==> src/rtl/detect_event_counter_pkg.sv <==
// Shared constants for detect_event_counter: BCD digit width and active-low
// seven-segment patterns (bit6 = g ... bit0 = a) for the DE2 displays.
package detect_event_counter_pkg;

    localparam int DIGIT_W = 4;
    localparam int SEG_W   = 7;

    localparam logic [SEG_W-1:0] SEG_0   = 7'b1000000;
    localparam logic [SEG_W-1:0] SEG_1   = 7'b1111001;
    localparam logic [SEG_W-1:0] SEG_2   = 7'b0100100;
    localparam logic [SEG_W-1:0] SEG_3   = 7'b0110000;
    localparam logic [SEG_W-1:0] SEG_4   = 7'b0011001;
    localparam logic [SEG_W-1:0] SEG_5   = 7'b0010010;
    localparam logic [SEG_W-1:0] SEG_6   = 7'b0000010;
    localparam logic [SEG_W-1:0] SEG_7   = 7'b1111000;
    localparam logic [SEG_W-1:0] SEG_8   = 7'b0000000;
    localparam logic [SEG_W-1:0] SEG_9   = 7'b0010000;
    localparam logic [SEG_W-1:0] SEG_A   = 7'b0001000;
    localparam logic [SEG_W-1:0] SEG_B   = 7'b0000011;
    localparam logic [SEG_W-1:0] SEG_C   = 7'b1000110;
    localparam logic [SEG_W-1:0] SEG_D   = 7'b0100001;
    localparam logic [SEG_W-1:0] SEG_E   = 7'b0000110;
    localparam logic [SEG_W-1:0] SEG_F   = 7'b0001110;
    localparam logic [SEG_W-1:0] SEG_OFF = 7'b1111111;

    // Pattern shown for a digit value that is not legal on a BCD display.
    localparam logic [SEG_W-1:0] SEG_BLANK = SEG_OFF;

    // Full hexadecimal lookup; callers decide whether 10-15 are legal.
    function automatic logic [SEG_W-1:0] seg7_hex(input logic [DIGIT_W-1:0] v);
        logic [SEG_W-1:0] s;
        case (v)
            4'h0:    s = SEG_0;
            4'h1:    s = SEG_1;
            4'h2:    s = SEG_2;
            4'h3:    s = SEG_3;
            4'h4:    s = SEG_4;
            4'h5:    s = SEG_5;
            4'h6:    s = SEG_6;
            4'h7:    s = SEG_7;
            4'h8:    s = SEG_8;
            4'h9:    s = SEG_9;
            4'hA:    s = SEG_A;
            4'hB:    s = SEG_B;
            4'hC:    s = SEG_C;
            4'hD:    s = SEG_D;
            4'hE:    s = SEG_E;
            default: s = SEG_F;
        endcase
        return s;
    endfunction

endpackage

==> src/rtl/detect_event_counter_seg7_decode.sv <==
// seg7_decode: 4-bit value to active-low seven-segment pattern.
// HEX_EN = 1 shows 0-F; HEX_EN = 0 treats 10-15 as illegal and blanks them.
module seg7_decode
    import detect_event_counter_pkg::*;
#(
    parameter bit HEX_EN = 1'b1
) (
    input  logic [DIGIT_W-1:0] digit_i,
    output logic [SEG_W-1:0]   seg_o
);

    // Purely combinational lookup with blanking of non-BCD values in BCD mode.
    always_comb begin
        seg_o = seg7_hex(digit_i);
        if (!HEX_EN && (digit_i > 4'd9)) begin
            seg_o = SEG_BLANK;
        end
    end

endmodule

==> src/rtl/detect_event_counter.sv <==
// detect_event_counter: turns each 0->1 transition of the detector output z
// into a one-cycle event_pulse, counts events in a two-digit BCD counter and
// drives two active-low DE2 seven-segment displays.
// Optional build macro RUN_LENGTH_EN adds run-length tracking of z with a
// peak_run output shown on HEX2/HEX3.
//
// Output timing: event_pulse is a one-cycle valid strobe with no ready/back-
// pressure; count_ones/count_tens/overflow/HEX0/HEX1 already show the updated
// count in the same cycle event_pulse is high.
module detect_event_counter
    import detect_event_counter_pkg::*;
#(
    parameter int SATURATE = 0,
    parameter int Z_ACTIVE = 1
) (
    input  logic               Clock,
    input  logic               Reset,
    input  logic               z,
    input  logic               Clear,
    output logic               event_pulse,
    output logic [DIGIT_W-1:0] count_ones,
    output logic [DIGIT_W-1:0] count_tens,
    output logic               overflow,
    output logic [SEG_W-1:0]   HEX0,
    output logic [SEG_W-1:0]   HEX1
`ifdef RUN_LENGTH_EN
    ,
    output logic [7:0]         peak_run,
    output logic [SEG_W-1:0]   HEX2,
    output logic [SEG_W-1:0]   HEX3
`endif
);

    logic               zi;
    logic               z_s_q;
    logic               z_prev_q;
    logic               rise;
    logic               event_pulse_q;
    logic [DIGIT_W-1:0] ones_q, ones_d;
    logic [DIGIT_W-1:0] tens_q, tens_d;
    logic               ovf_q, ovf_d;

    // Normalise polarity so the rest of the logic always looks for a 0->1 edge.
    assign zi   = (Z_ACTIVE != 0) ? z : ~z;
    assign rise = z_s_q & ~z_prev_q;

    // BCD next-count: Clear beats increment; at 99 flag overflow and wrap or hold.
    always_comb begin
        ones_d = ones_q;
        tens_d = tens_q;
        ovf_d  = ovf_q;
        if (Clear) begin
            ones_d = '0;
            tens_d = '0;
            ovf_d  = 1'b0;
        end else if (rise) begin
            if ((ones_q == 4'd9) && (tens_q == 4'd9)) begin
                ovf_d = 1'b1;
                if (SATURATE == 0) begin
                    ones_d = '0;
                    tens_d = '0;
                end
            end else if (ones_q == 4'd9) begin
                ones_d = '0;
                tens_d = tens_q + 4'd1;
            end else begin
                ones_d = ones_q + 4'd1;
            end
        end
    end

    // Input sync, edge history, event strobe and count registers; Reset wins.
    always_ff @(posedge Clock) begin
        if (Reset) begin
            z_s_q         <= 1'b0;
            z_prev_q      <= 1'b0;
            event_pulse_q <= 1'b0;
            ones_q        <= '0;
            tens_q        <= '0;
            ovf_q         <= 1'b0;
        end else begin
            z_s_q         <= zi;
            z_prev_q      <= z_s_q;
            event_pulse_q <= rise;
            ones_q        <= ones_d;
            tens_q        <= tens_d;
            ovf_q         <= ovf_d;
        end
    end

    assign event_pulse = event_pulse_q;
    assign count_ones  = ones_q;
    assign count_tens  = tens_q;
    assign overflow    = ovf_q;

    seg7_decode #(.HEX_EN(1'b0)) u_hex0 (
        .digit_i (ones_q),
        .seg_o   (HEX0)
    );

    seg7_decode #(.HEX_EN(1'b0)) u_hex1 (
        .digit_i (tens_q),
        .seg_o   (HEX1)
    );

`ifdef RUN_LENGTH_EN
    logic [7:0] run_len_q, run_len_d;
    logic [7:0] peak_q, peak_d;

    // Run length of z_s high (saturating at 255) and the largest run seen.
    always_comb begin
        run_len_d = '0;
        if (z_s_q) begin
            run_len_d = (run_len_q == 8'hFF) ? run_len_q : run_len_q + 8'd1;
        end
        peak_d = peak_q;
        if (Clear) begin
            peak_d = '0;
        end else if (run_len_q > peak_q) begin
            peak_d = run_len_q;
        end
    end

    // Run-length and peak registers.
    always_ff @(posedge Clock) begin
        if (Reset) begin
            run_len_q <= '0;
            peak_q    <= '0;
        end else begin
            run_len_q <= run_len_d;
            peak_q    <= peak_d;
        end
    end

    assign peak_run = peak_q;

    seg7_decode #(.HEX_EN(1'b1)) u_hex2 (
        .digit_i (peak_q[3:0]),
        .seg_o   (HEX2)
    );

    seg7_decode #(.HEX_EN(1'b1)) u_hex3 (
        .digit_i (peak_q[7:4]),
        .seg_o   (HEX3)
    );
`endif

endmodule

==> config.mk <==
export PLATFORM = sky130hd
export DESIGN_NAME = detect_event_counter
export DESIGN_NICKNAME = d
export VERILOG_FILES = /design/src/rtl/detect_event_counter_pkg.sv /design/src/rtl/detect_event_counter_seg7_decode.sv /design/src/rtl/detect_event_counter.sv
export SDC_FILE = /design/constraint.sdc
export NUM_CORES = 1
export LEC_CHECK = 0
export CAP_MARGIN = 20
export CORE_UTILIZATION = 53
export DETAILED_ROUTE_END_ITERATION = 10
export GPL_ROUTABILITY_DRIVEN = 0
export MAX_ROUTING_LAYER = met4
export PLACE_DENSITY = 0.76
export SLEW_MARGIN = 15
export SYNTH_ARGS = -nofsm -noshare
export SYNTH_HDL_FRONTEND = slang
export SYNTH_SLANG_ARGS = --single-unit
export TNS_END_PERCENT = 5
==> constraint.sdc <==
create_clock -name Clock -period 3.4 [get_ports Clock]
set_input_delay 0.68 -clock Clock [delete_from_list [all_inputs] [get_ports Clock]]
set_output_delay 0.68 -clock Clock [all_outputs]
set_load 0.02 [all_outputs]
==> results of run 1 <==
-- cell usage after synthesis, types with 2 or more instances --
cell,number,share of area
dfxtp_1,26,0.31
nand2b_1,19,0.071
ha_1,15,0.11
inv_1,12,0.027
nor2_1,12,0.027
mux2i_1,11,0.066
o21ai_0,10,0.030
nand2_1,9,0.020
nor3_1,6,0.018
a21oi_1,5,0.015
clkbuf_1,5,0.011
a31oi_1,4,0.015
nand3_1,4,0.012
o21a_1,3,0.014
a211oi_1,2,0.0090
a22oi_1,2,0.0090
and2_1,2,0.0075
and3b_1,2,0.011
buf_6,2,0.014
nand3b_1,2,0.0090
nand4_1,2,0.0075
nor2b_1,2,0.0075
nor3b_1,2,0.0090
o22ai_1,2,0.0075
o2bb2ai_1,2,0.011
or3_1,2,0.0075
xnor2_1,2,0.011
-- critical path, cell delays in order (launching register included) --
cell and delay, ns:
dfxtp_1 0.48, inv_1 0.10, ha_1 0.25, nor2_1 0.13, o21ai_0 0.09, buf_4 0.19, nand2b_1 0.07, clkdlybuf4s50_1 0.59
-- routing by layer --
| metal | vias up | global-route usage | wire, um |
|---|---|---|---|
| met5 | - | - | 0 |
| met4 | 0 | 0.06122 | 33 |
| met3 | 4 | 0.02679 | 163 |
| met2 | 59 | 0.3563 | 1597 |
| met1 | 665 | 0.2764 | 1665 |
| li1 | 731 | - | - |
-- cell type report --
type / count / share of cell area
multi-input cells: 144 / 0.5221
repair buffers: 31 / 0.1493
flip-flops and latches: 26 / 0.2589
inverters: 13 / 0.02551
well taps: 42 / 0.02614
clock buffers: 4 / 0.01805
-- final timing paths --
path	startpoint	endpoint	slack (ns)	cells after the start
setup / recovery	count_tens[1]	HEX1[3]	0.48	7
hold / removal	z_s_q	z_prev_q	0.52	1
setup reg to reg	count_ones[3]	flop	0.51	7
hold reg to reg	z_s_q	z_prev_q	0.52	1
-- cells in the final DEF (no fill, tap or decap), drive strengths merged, types with 2 or more instances in the layout --
master	netlist	final
a22oi	2	2
nand4	2	2
ha	15	15
o21a	3	3
a21oi	5	5
and2	2	2
nand2b	19	19
and3b	2	2
nand3	4	4
mux2i	11	11
clkbuf	5	4
or3	2	2
o2bb2ai	2	2
nor2b	2	2
nand2	9	9
nor3	6	6
nand3b	2	2
a211oi	2	2
nor2	12	12
dfxtp	26	26
o22ai	2	2
xnor2	2	2
clkdlybuf4s50	0	27
a31oi	4	4
nor3b	2	2
inv	13	13
o21ai	12	12
o32ai	2	2
buf	3	4
-- metrics by stage --
step           power (mW)  setup slack (ns)  utilization  hold slack, ns
2_1_floorplan      0.3362            0.8150            -          0.4750
3_3_place_gp       0.3495            0.5716       0.6864          0.4645
3_5_place_dp       0.3504            0.3973       0.6864          0.5057
4_1_cts            0.5070            0.4882       0.6990          0.5279
5_1_grt            0.5240            0.3520       0.6990          0.5425
6_report           0.5050            0.4799       0.6990          0.5249
-- power by group through the flow --
stage	sequential [mW]	clock [mW]	combinational, mW
3_5_place_dp	0.317	0	0.0329
3_3_place_gp	0.317	0	0.0322
2_1_floorplan	0.318	0	0.0181
6_report	0.311	0.161	0.0331
5_1_grt	0.312	0.176	0.0361
4_1_cts	0.311	0.163	0.0331
-- cell families after synthesis --
group / Yosys count / share of synthesized area
AO/OA/AOI/OAI: 43 / 0.1891
adder cells (fa/ha/maj): 15 / 0.1125
buffers and inverters: 21 / 0.05851
AND/OR/NAND/NOR: 72 / 0.2461
multiplexers: 11 / 0.06602
XOR/XNOR: 3 / 0.01576
flip-flops: 26 / 0.3121
==> reports/results.ini, run 1 <==
[worst_setup_path]
startpoint_type = flop
critPathMaxFanout = 8
arrival_ns = 2.24
path_class = reg -> out
endpoint_kind = output pin
required_ns = 2.72

[drt]
drt-initial-drc-count = 68
wirelength_mm = 3.459
drc_errors = 0
ant_nets = 0
dr.pass1.iters = 4
vias_per_cell = 5.612
wl_per_cell_um = 13.30
dr_total_vias = 1459

[power]
p_leak_nw = 0.8375
p_seq_frac = 0.616
swShare = 0.2273
power_switching_mw = 0.1148
p_comb_frac = 0.065
p_per_area_mw_per_mm2 = 251.1
clkPwrFrac = 0.319
internal_power_mw = 0.3902
ir_drop_mv = 0.1581

[place]
dp.cells = 256
dp_hpwl_mm = 2.544
place_area_mm2 = 0.001974
port_buffers = 27

[floorplan]
ios = 28
die-area_mm2 = 0.003375
start_util = 0.5798
rows = 19
core_mm2 = 0.002877
die_width_um = 58.10
chipHeight_um = 58.10

[final_layout]
design_area_mm2 = 0.002011
finalNetCount = 238
fillCellCount = 232
ff_latch_area_um2 = 520.5
multi_input_area_mm2 = 0.001050
drive_gt1_frac = 0.06422
area_growth_pct = 20.56
fin_cells = 260
diodes = 0

[timing]
finalCritPeriodShare = 0.8588
tightest_slew_ns = 0.9383
setup_viol = 0
max_freq_ghz = 0.3425
relSlewSlack = 0.3679
hold_violations = 0
min_period_ns = 2.920
maxSlewViolCount = 0
rsz0062_at_grt = false
setup_tns_ns = 0
fin_worst_skew_ns = 0.001552

[cts]
htree_levels = 1
cts_resized = 0
clk_pin_slew_ns = 0.14
cts-buffers-inserted = 3
clk_latency_ns = 0.33
cts_hold_buf = 0
root_buffer = clkbuf_4
clock_sinks = 26
postCtsSetupRepairBufs = 0
clock_path_buffers = 2
cts_tree = done

[logic_synthesis]
ys_async_sr_fraction = 0
ys.flop_type = dfxtp_1
synth_nets = 210
synth_cell_types = 51
synth_area_mm2 = 0.001668
synth_seq_cells = 26
avgSynthCellArea_um2 = 8.732
synth-edff-count = 0
synthesis.instances = 191
yosysSeqAreaShare = 0.3121
yosysWarnings = 0

[flow_run]
cap_viol_max_count = 0

[global_routing]
grt_pass1_vias = 1239
grt_first_pass_wirelength_mm = 5.451
antenna_found_initial = 0
grt.total_usage = 0.2154
grt_remaining_overflow = 0
grt_max_degree = 15

[status]
status = finished clean

[hold_path]
hp-class = reg -> reg

No activity file was read; power rests on OpenSTA's default activity.
==> inputs of run 2 (changes only) <==
SLEW_MARGIN = 20   (was 15)
==> results of run 2 <==
Final layout, timing and power as in run 1 (identical DEF).
